[config.mk]
export PLATFORM = sky130hd
export DESIGN_NAME = pwm_hbridge_periph
export DESIGN_NICKNAME = d
export VERILOG_FILES = /design/src/rtl/pwm_pkg.sv /design/src/rtl/pwm_bridge_ch.sv /design/src/rtl/pwm_hbridge_periph.sv
export SDC_FILE = /design/constraint.sdc
export NUM_CORES = 1
export LEC_CHECK = 0
export ABC_AREA = 1
export CORE_UTILIZATION = 53
export CTS_BUF_LIST = sky130_fd_sc_hd__clkbuf_16
export CTS_CLUSTER_SIZE = 8
export DETAILED_ROUTE_END_ITERATION = 10
export PLACE_DENSITY_LB_ADDON = 0.1
export SYNTH_ARGS = -nofsm -noshare
export SYNTH_HDL_FRONTEND = slang
export SYNTH_HIERARCHICAL = 1
export SYNTH_SLANG_ARGS = --single-unit
[constraint.sdc]
create_clock -name clk -period 2.25 [get_ports clk]
set_clock_uncertainty 0.2 [all_clocks]
set_input_delay 0.45 -clock clk [delete_from_list [all_inputs] [get_ports clk]]
set_output_delay 0.45 -clock clk [all_outputs]
set_load 0.01 [all_outputs]
[src/rtl/pwm_pkg.sv]
// Shared definitions for the dual-channel H-bridge PWM peripheral:
// register offsets, bridge FSM state encoding and the duty magnitude helper.
package pwm_pkg;

    localparam logic [3:0] ADDR_CTRL   = 4'h0;
    localparam logic [3:0] ADDR_PERIOD = 4'h4;
    localparam logic [3:0] ADDR_DUTY1  = 4'h8;
    localparam logic [3:0] ADDR_DUTY2  = 4'hC;

    typedef enum logic [1:0] {
        FWD  = 2'b00,
        REV  = 2'b01,
        DEAD = 2'b10
    } bridge_state_t;

    // Absolute value of a sign-extended duty; the most-negative duty of the
    // narrower source format maps cleanly to 2^CNT_W at this width.
    function automatic logic [32:0] duty_mag(input logic [32:0] duty);
        logic [32:0] mag;
        if (duty[32]) begin
            mag = ~duty + 33'd1;
        end else begin
            mag = duty;
        end
        return mag;
    endfunction

endpackage

[src/rtl/pwm_bridge_ch.sv]
// One H-bridge channel: duty compare against the shared counter and a
// dead-time FSM that keeps both legs low for DEAD_CYCLES on a direction change.
module pwm_bridge_ch
    import pwm_pkg::*;
#(
    parameter int CNT_W       = 16,
    parameter int DEAD_CYCLES = 4
) (
    input  logic             clk,
    input  logic             rst,
    input  logic             run,
    input  logic             ch_en,
    input  logic [CNT_W-1:0] cnt,
    input  logic [CNT_W:0]   duty,
    output logic [1:0]       drive
);

    localparam int DW = (DEAD_CYCLES > 1) ? $clog2(DEAD_CYCLES) : 1;
    localparam logic [DW-1:0] DEAD_INIT = DW'(DEAD_CYCLES - 1);

    logic [32:0]   duty_ext_s;
    logic [32:0]   mag_s;
    logic          on_s;
    logic          neg_s;
    logic          zero_s;
    logic          act_s;
    logic [1:0]    fwd_drv_s;
    logic [1:0]    rev_drv_s;
    bridge_state_t state_r;
    logic [DW-1:0] dead_r;
    logic [1:0]    drive_r;

    assign duty_ext_s = {{(32 - CNT_W){duty[CNT_W]}}, duty};
    assign mag_s      = duty_mag(duty_ext_s);
    assign on_s       = ({{(33 - CNT_W){1'b0}}, cnt} < mag_s);
    assign neg_s      = duty[CNT_W];
    assign zero_s     = (duty == {(CNT_W + 1){1'b0}});
    assign act_s      = run & ch_en;
    assign fwd_drv_s  = {1'b0, on_s & act_s};
    assign rev_drv_s  = {on_s & act_s, 1'b0};

    // Direction FSM with registered drive; a zero duty never forces a direction change
    always_ff @(posedge clk or negedge rst) begin
        if (!rst) begin
            state_r <= FWD;
            dead_r  <= {DW{1'b0}};
            drive_r <= 2'b00;
        end else begin
            case (state_r)
                FWD: begin
                    if (neg_s) begin
                        state_r <= DEAD;
                        dead_r  <= DEAD_INIT;
                        drive_r <= 2'b00;
                    end else begin
                        drive_r <= fwd_drv_s;
                    end
                end
                REV: begin
                    if (!neg_s && !zero_s) begin
                        state_r <= DEAD;
                        dead_r  <= DEAD_INIT;
                        drive_r <= 2'b00;
                    end else begin
                        drive_r <= rev_drv_s;
                    end
                end
                DEAD: begin
                    if (dead_r == {DW{1'b0}}) begin
                        if (neg_s) begin
                            state_r <= REV;
                            drive_r <= rev_drv_s;
                        end else begin
                            state_r <= FWD;
                            drive_r <= fwd_drv_s;
                        end
                    end else begin
                        dead_r  <= dead_r - DW'(1);
                        drive_r <= 2'b00;
                    end
                end
                default: begin
                    state_r <= DEAD;
                    dead_r  <= DEAD_INIT;
                    drive_r <= 2'b00;
                end
            endcase
        end
    end

    assign drive = drive_r;

endmodule

[src/rtl/pwm_hbridge_periph.sv]
// Memory-mapped dual-channel H-bridge PWM: bus registers, shared period counter
// and double-buffered period/duty loaded at each period boundary.
module pwm_hbridge_periph
    import pwm_pkg::*;
#(
    parameter int CNT_W       = 16,
    parameter int DEAD_CYCLES = 4,
    parameter int RST_PERIOD  = 1000
) (
    input  logic        clk,
    input  logic        rst,
    input  logic        en,
    input  logic        we,
    input  logic        re,
    input  logic [3:0]  addr,
    input  logic [31:0] wdata,
    output logic [31:0] rdata,
    output logic [1:0]  pwm1out,
    output logic [1:0]  pwm2out
);

    localparam logic [CNT_W-1:0] RST_P    = CNT_W'(RST_PERIOD);
    localparam logic [CNT_W-1:0] CNT_ONE  = CNT_W'(1);
    localparam logic [CNT_W-1:0] CNT_ZERO = {CNT_W{1'b0}};
    localparam logic [CNT_W:0]   DUTY_ZERO = {(CNT_W + 1){1'b0}};

    logic [1:0]       ctrl_r;
    logic [CNT_W-1:0] period_sh_r;
    logic [CNT_W-1:0] period_act_r;
    logic [CNT_W:0]   duty1_sh_r;
    logic [CNT_W:0]   duty1_act_r;
    logic [CNT_W:0]   duty2_sh_r;
    logic [CNT_W:0]   duty2_act_r;
    logic [CNT_W-1:0] cnt_r;
    logic [31:0]      rdata_r;

    logic [CNT_W-1:0] period_sh_nx_s;
    logic [CNT_W:0]   duty1_sh_nx_s;
    logic [CNT_W:0]   duty2_sh_nx_s;
    logic             run_s;
    logic             wrap_s;
    logic             load_s;
    logic [31:0]      rd_mux_s;
    logic             unused_wdata_s;

    assign unused_wdata_s = ^wdata[31:CNT_W+1];

    assign run_s  = en && (period_act_r != CNT_ZERO);
    assign wrap_s = (cnt_r == (period_act_r - CNT_ONE));
    assign load_s = !run_s || wrap_s;

    // Next shadow values so a write on a boundary cycle passes straight to active
    always_comb begin
        period_sh_nx_s = period_sh_r;
        duty1_sh_nx_s  = duty1_sh_r;
        duty2_sh_nx_s  = duty2_sh_r;
        if (we && (addr == ADDR_PERIOD)) begin
            period_sh_nx_s = wdata[CNT_W-1:0];
        end else begin
            period_sh_nx_s = period_sh_r;
        end
        if (we && (addr == ADDR_DUTY1)) begin
            duty1_sh_nx_s = wdata[CNT_W:0];
        end else begin
            duty1_sh_nx_s = duty1_sh_r;
        end
        if (we && (addr == ADDR_DUTY2)) begin
            duty2_sh_nx_s = wdata[CNT_W:0];
        end else begin
            duty2_sh_nx_s = duty2_sh_r;
        end
    end

    // Read mux over shadow values, duty sign-extended
    always_comb begin
        rd_mux_s = 32'd0;
        case (addr)
            ADDR_CTRL:   rd_mux_s = {30'd0, ctrl_r};
            ADDR_PERIOD: rd_mux_s = {{(32 - CNT_W){1'b0}}, period_sh_r};
            ADDR_DUTY1:  rd_mux_s = {{(31 - CNT_W){duty1_sh_r[CNT_W]}}, duty1_sh_r};
            ADDR_DUTY2:  rd_mux_s = {{(31 - CNT_W){duty2_sh_r[CNT_W]}}, duty2_sh_r};
            default:     rd_mux_s = 32'd0;
        endcase
    end

    // Control and shadow registers
    always_ff @(posedge clk or negedge rst) begin
        if (!rst) begin
            ctrl_r      <= 2'b00;
            period_sh_r <= RST_P;
            duty1_sh_r  <= DUTY_ZERO;
            duty2_sh_r  <= DUTY_ZERO;
        end else begin
            if (we && (addr == ADDR_CTRL)) begin
                ctrl_r <= wdata[1:0];
            end else begin
                ctrl_r <= ctrl_r;
            end
            period_sh_r <= period_sh_nx_s;
            duty1_sh_r  <= duty1_sh_nx_s;
            duty2_sh_r  <= duty2_sh_nx_s;
        end
    end

    // Active registers reload at the boundary, or continuously while idle
    always_ff @(posedge clk or negedge rst) begin
        if (!rst) begin
            period_act_r <= RST_P;
            duty1_act_r  <= DUTY_ZERO;
            duty2_act_r  <= DUTY_ZERO;
        end else if (load_s) begin
            period_act_r <= period_sh_nx_s;
            duty1_act_r  <= duty1_sh_nx_s;
            duty2_act_r  <= duty2_sh_nx_s;
        end else begin
            period_act_r <= period_act_r;
            duty1_act_r  <= duty1_act_r;
            duty2_act_r  <= duty2_act_r;
        end
    end

    // Shared period counter
    always_ff @(posedge clk or negedge rst) begin
        if (!rst) begin
            cnt_r <= CNT_ZERO;
        end else if (!run_s || wrap_s) begin
            cnt_r <= CNT_ZERO;
        end else begin
            cnt_r <= cnt_r + CNT_ONE;
        end
    end

    // Registered read data, held between read strobes
    always_ff @(posedge clk or negedge rst) begin
        if (!rst) begin
            rdata_r <= 32'd0;
        end else if (re) begin
            rdata_r <= rd_mux_s;
        end else begin
            rdata_r <= rdata_r;
        end
    end

    assign rdata = rdata_r;

    pwm_bridge_ch #(
        .CNT_W       (CNT_W),
        .DEAD_CYCLES (DEAD_CYCLES)
    ) u_ch1 (
        .clk   (clk),
        .rst   (rst),
        .run   (run_s),
        .ch_en (ctrl_r[0]),
        .cnt   (cnt_r),
        .duty  (duty1_act_r),
        .drive (pwm1out)
    );

    pwm_bridge_ch #(
        .CNT_W       (CNT_W),
        .DEAD_CYCLES (DEAD_CYCLES)
    ) u_ch2 (
        .clk   (clk),
        .rst   (rst),
        .run   (run_s),
        .ch_en (ctrl_r[1]),
        .cnt   (cnt_r),
        .duty  (duty2_act_r),
        .drive (pwm2out)
    );

endmodule

* Word level (Yosys, flattened, before mapping)
Index checks and enable logic that the tools add are counted.
** Storage, ports and cells
- Output and inout bits :: 36
- Word-level logic and storage cells :: 105
- Register bits :: 162
** Cells by class
- Muxes and demuxes :: 35
- Magnitude comparators :: 2
- Equal/unequal tests :: 16
- Add/sub/neg operators :: 6
- Bitwise gates (word level) :: 6
- Reductions and logical operators :: 25
** Operators by type and width (number)
- 32-bit one-hot mux with 4 select lines :: 1
- 33-bit by 1-bit adder with 33-bit output, second input constant :: 2
- 16-bit by 33-bit less-than comparator with 1-bit output :: 2
- 33-bit two-way mux :: 2
- 33-bit inverter :: 2
- 2-bit two-way mux :: 18
- 2-bit one-hot mux with 3 select lines :: 6
- 17-bit logical NOT :: 2
- 17-bit two-way mux :: 2
- 16-bit two-way mux :: 2
- 16-bit by 1-bit adder with 16-bit output, second input constant :: 1
- 16-bit == test :: 1
- 16-bit nonzero test :: 1
- 16-bit by 1-bit subtractor with 16-bit output, second input constant :: 1
- 3-bit AND reduction :: 4
- 4-bit == test, second input constant :: 2
- 2-bit logical NOT :: 4
- 2-bit by 1-bit != test with 1-bit output, second input constant :: 4
- 2-bit != test, second input constant :: 4
- 1-bit logical AND :: 7
- 1-bit logical NOT :: 5
- 1-bit AND :: 4
- 2-bit by 1-bit == test with 1-bit output, second input constant :: 2
- 2-bit == test, second input constant :: 2
- other kinds (5) :: 9

* Depth between registers and ports, before layout
- Depth after elaboration :: 8
- Depth in mapped cells :: 17
- Gate-level depth less buffers :: 17

* Hierarchy
The synthesis kept the hierarchy.
** By module, submodules not included
- pwm_hbridge_periph :: seq. area each 3393.3 um2, instances 1, cells each 763, area each 6409.9 um2
- pwm_bridge_ch :: seq. area each 150.1 um2, instances 2, cells each 169, area each 1066.0 um2

* Worst setup path before layout
OpenSTA, ideal clock, no wires.
- Path type :: reg-to-reg
- Start point :: reg duty1_act_r[0]
- End point :: reg u_ch1.drive_r[1], in the netlist u_ch1/drive[1]
- Path buffers :: 0
- Data arrival time :: 1938 ps
- Slack :: -8 ps
- Stages on the path, launching flop included :: 17
- Cells stage by stage :: dfrtp_1 -> inv_1 -> ha_1 -> nand2_2 -> o31ai_1 -> xor2_1 -> inv_1 -> ha_1 -> nand2_1 -> nor2_1 -> nand3_1 -> nand3_1 -> nand2_1 -> inv_1 -> nand2_1 -> nand3_1 -> nor2_1
** On the way
- Word-level cells in the longest chain between the ends :: 8
- Elaborated cells on any way between the ends :: 12
- Those cells by class :: 1 x add/sub; 1 x order compare; 5 x mux; 2 x bitwise; 3 x reduce/logical
** RTL lines
- start: declaration :: line pwm_hbridge_periph.sv:31 : logic [CNT_W:0] duty1_act_r;
- start signal: assignment :: line pwm_hbridge_periph.sv:113 : duty1_act_r <= duty1_sh_nx_s;
- start signal: assignment :: line pwm_hbridge_periph.sv:117 : duty1_act_r <= duty1_act_r;
- 33-bit inverter :: line pwm_pkg.sv:21 : mag = ~duty + 33'd1;
- 33-bit by 1-bit adder with 33-bit output :: line pwm_pkg.sv:21
- 33-bit two-way mux :: line pwm_pkg.sv:20 : if (duty[32]) begin
- 16-bit by 33-bit less-than comparator with 1-bit output :: line pwm_bridge_ch.sv:35 : assign on_s = ({{(33 - CNT_W){1'b0}}, cnt} < mag_s);
- 1-bit AND :: line pwm_bridge_ch.sv:40 : assign rev_drv_s = {on_s & act_s, 1'b0};
- 2-bit two-way mux :: line pwm_bridge_ch.sv:70 : if (neg_s) begin
- 2-bit two-way mux :: line pwm_bridge_ch.sv:69 : if (dead_r == {DW{1'b0}}) begin
- 2-bit one-hot mux with 3 select lines (*) :: line pwm_bridge_ch.sv:49 : case (state_r)
- end signal: assignment :: line pwm_bridge_ch.sv:56 : drive_r <= fwd_drv_s;
- end signal: assignment :: line pwm_bridge_ch.sv:72 : drive_r <= rev_drv_s;
- end signal: assignment :: line pwm_bridge_ch.sv:75 : drive_r <= fwd_drv_s;
- end: declaration :: line pwm_bridge_ch.sv:31 : logic [1:0] drive_r;
Every way passes the cells marked *; elsewhere a longest branch is shown, timed or not.
A chain may end at the register's enable or synchronous reset.

* Worst setup path after layout
- Start point :: reg duty2_act_r[0]
- End point :: reg u_ch2.drive_r[1], in the netlist u_ch2/drive[1]
** On the way
- Word-level cells in the longest chain between the ends :: 8
- Elaborated cells on any way between the ends :: 12
- Those cells by class :: 1 x add/sub; 1 x order compare; 5 x mux; 2 x bitwise; 3 x reduce/logical
** RTL lines
- start: declaration :: line pwm_hbridge_periph.sv:33 : logic [CNT_W:0] duty2_act_r;
- start signal: assignment :: line pwm_hbridge_periph.sv:114 : duty2_act_r <= duty2_sh_nx_s;
- start signal: assignment :: line pwm_hbridge_periph.sv:118 : duty2_act_r <= duty2_act_r;
- 33-bit inverter :: line pwm_pkg.sv:21
- 33-bit by 1-bit adder with 33-bit output :: line pwm_pkg.sv:21
- 33-bit two-way mux :: line pwm_pkg.sv:20
- 16-bit by 33-bit less-than comparator with 1-bit output :: line pwm_bridge_ch.sv:35
- 1-bit AND :: line pwm_bridge_ch.sv:40
- 2-bit two-way mux :: line pwm_bridge_ch.sv:70
- 2-bit two-way mux :: line pwm_bridge_ch.sv:69
- 2-bit one-hot mux with 3 select lines (*) :: line pwm_bridge_ch.sv:49
- end signal: assignment :: line pwm_bridge_ch.sv:56
- end signal: assignment :: line pwm_bridge_ch.sv:72
- end signal: assignment :: line pwm_bridge_ch.sv:75
- end: declaration :: line pwm_bridge_ch.sv:31
Marks and branches as above.

==> flow_summary.yaml <==
synthesis:
  syn_area_sq_um: 8540
  avgSynthCellArea_sq_um: 7.76
  yosysWarnings: 6
  ys.flop_type: "dfrtp_1"
  syn_inst: 1101
  synth_edf_count: 0
  synth.distinct_cells: 36
  syn_nets: 1179
  ys_ff_latch: 147
  ys_seq_area_share_pct: 43.2
  async_flop_share_pct: 100
drt:
  drc: 0
  dr_total_vias: 8091
  dr.pass1.iters: 5
  antenna_left: 0
  viasPerCell: 5.42
  drt-initial-drc-count: 587
  routed_wl_mm: 25.4
  post_drt_wl_per_cell_um: 17.0
global_routing:
  grt_pass1_vias: 7517
  grt_max_degree: 46
  gr-usage-all-layers_pct: 29.3
  antenna_found_initial: 0
  grt_pass1_wl_mm: 37.0
  gr-total-overflow: 0
status:
  violations: "setup timing"
  run_status: "complete, but fails checks"
setup_path:
  reg2reg_to: "u_ch2/drive[1]$_DFF_PN0_"
  r2r-start: "duty2_act_r[0]$_DFFE_PN0P_"
  end_kind: "flip-flop"
  rr_worst_depth: 16
  worst-setup-path-type: "reg -> reg"
  startpoint_type: "flip-flop"
  regToRegSetupSlack_ps: -260
  cp.arrival_ps: 2670
  crit_fanout: 3
  crit_required_ps: 2410
die:
  die_h_um: 129
  die_w_um: 129
  core_sq_um: 15800
  start_util_pct: 54.0
  std_cell_rows: 46
  fp.dieArea_sq_um: 16600
  io_pins: 77
cts:
  cts_buffer_depth: 2
  clock-sinks: 147
  clk_latency_ps: 430
  htree_levels: 4
  cts-root-buf: "clkbuf_16"
  clkTransAtPathRegs_ps: 60
  cts_buffers: 17
  cts_tree: "done"
timing:
  slew_headroom_pct: 57.2
  hold_violations: 0
  fmax_mhz: 398
  max_slew.worst_pin.slew_ps: 636
  hold_ws_ps: 308
  rsz0062_at_grt: "true"
  min_period_over_period_pct: 112
  slew_viol_final: 0
  layout_setup_ws_ps: -262
  setup_viol: 68
  period_needed_ps: 2510
pwr:
  p_leak_nw: 6.03
  vdd_drop_max_mv: 0.577
  powerDensity_nw_per_um2: 905
  finalPower_mw: 10.8
cells_and_area:
  drive_gt1_share_pct: 29.9
  final_cell_mix: "nand2_1 (278), dfrtp_1 (131), inv_1 (105), buf_4 (89), nor2_1 (70)"
  fin_cells: 1492
  design_area_sq_um: 12000
  final_common_cell: "nand2_1"
  final_util_pct: 75.6
  nNetsFinal: 1341
  diodes: 0
  fill_cells: 1096
  area_delta_synth_final_pct: 40.1
placed_design:
  routabilityCongestion: 0.881
  dp_hpwl_mm: 16.3
  io_buffers: 61
  place_area_sq_um: 10000
  dp.cells: 1427
worst_hold_path:
  hp-class: "in -> async"
flow_run:
  cap_violations: 0
## layer usage
layer / part of all wire [%] / up-vias / routed length [um] / global-route usage [%]
li1: - / 3830 / - / -
met1: 43 / 3896 / 10900 / 39.4
met2: 49 / 297 / 12400 / 48.7
met3: 5.2 / 68 / 1320 / 4.82
met4: 3.1 / 0 / 799 / 9.41
met5: 0 / - / 0 / 0
## layout make-up
type | instances | area (sq um) | share of cell area, %
repair buffers | 190 | 1970 | 16.5
flip-flops and latches | 147 | 3700 | 30.9
clock inverters | 15 | 164 | 1.37
clock buffers | 17 | 425 | 3.56
inverters | 114 | 428 | 3.58
multi-input cells | 793 | 5000 | 41.8
well taps | 216 | 270 | 2.26
## state kept, by name, indices dropped and copies added (netlist names)
signal,count
u_ch2/state_r,2
u_ch2/drive,2
u_ch2/dead_r,2
period_act_r,16
u_ch1/drive,2
duty2_act_r,17
ctrl_r,2
u_ch1/dead_r,2
duty1_act_r,17
u_ch1/state_r,2
duty2_sh_r,17
rdata,17
period_sh_r,16
duty1_sh_r,17
cnt_r,16
## Yosys cell counts (all sizes together) (2+ instances only)
cell,n,share of area [%]
mux2,17,2.2
a21oi,15,0.88
xnor2,15,1.5
o21ai,66,4.1
buf,29,2.3
inv,114,5.0
nand2,353,16
xor2,37,3.8
a21o,2,0.18
nor4,10,0.73
a31oi,5,0.44
dfstp,12,3.7
nand4,10,0.73
ha,37,5.4
o31ai,2,0.18
clkbuf,20,0.88
nor2,107,5.3
dfrtp,135,40
nor3,9,0.70
nand3b,4,0.35
nand3,98,5.9
## what timing repair did
item                                    in CTS  in global routing
buffers inserted                             9                  9
hold buffers                                 1                  0
cloned                                       4                 10
pin swaps                                   30                 67
hold endpoints to repair                    34                  0
gates resized for setup                     68                170
endpoints found under the setup margin      86                 70
## how the worst max path moves through the flow
stage | start | endpoint | cells after the start
floorplan | period_act_r[0]$_DFFE_PN0P_ | cnt_r[11]$_DFF_PN0_ | 15
global placement | duty1_act_r[1]$_DFFE_PN0P_ | u_ch1/drive[1]$_DFF_PN0_ | 16
detailed placement | duty2_act_r[0]$_DFFE_PN0P_ | u_ch2/drive[0]$_DFF_PN0_ | 16
CTS | duty1_act_r[1]$_DFFE_PN0P_ | u_ch1/drive[1]$_DFF_PN0_ | 16
global route | duty2_act_r[0]$_DFFE_PN0P_ | u_ch2/drive[1]$_DFF_PN0_ | 16
finish | duty2_act_r[0]$_DFFE_PN0P_ | u_ch2/drive[1]$_DFF_PN0_ | 16
## metrics by stage
stage	setup slack [ps]	TNS (ps)
after floorplan	0.739	0
after global placement	-215	-10670
after detailed placement	-275	-10980
after CTS	-182	-724
after global routing	-450	-13120
final	-262	-5800
## report_power, final
group          switching (mW)  total [mW]  internal (mW)
sequential              0.469        3.63           3.16
combinational            2.42        4.32           1.90
clock                    1.14        2.87           1.73
## kinds of logic (layout without fill, tap and decap cells)
family / Yosys count / after routing / synth area share, %
flip-flops: 147 / 147 / 43.2
AO/OA/AOI/OAI: 91 / 91 / 5.90
buffers and inverters: 163 / 336 / 8.16
adder cells (fa/ha/maj): 37 / 37 / 5.42
AND/OR/NAND/NOR: 594 / 596 / 29.7
XOR/XNOR: 52 / 52 / 5.33
multiplexers: 17 / 17 / 2.24
## worst max-delay path, stage by stage, from the launching register on
cell     delay (ps)
dfrtp_1         410
nor3_2          220
nand2_1         110
nor2_2          140
nor2_1           80
xor2_1          200
inv_1           100
ha_4            220
nand2_2         110
a21oi_2          50
nor2_1          140
nand3_2         100
nand2_1          90
inv_1            40
nand2_1          60
nand3_2          70
nor2_1          110
No activity file was read; power rests on OpenSTA's default activity.
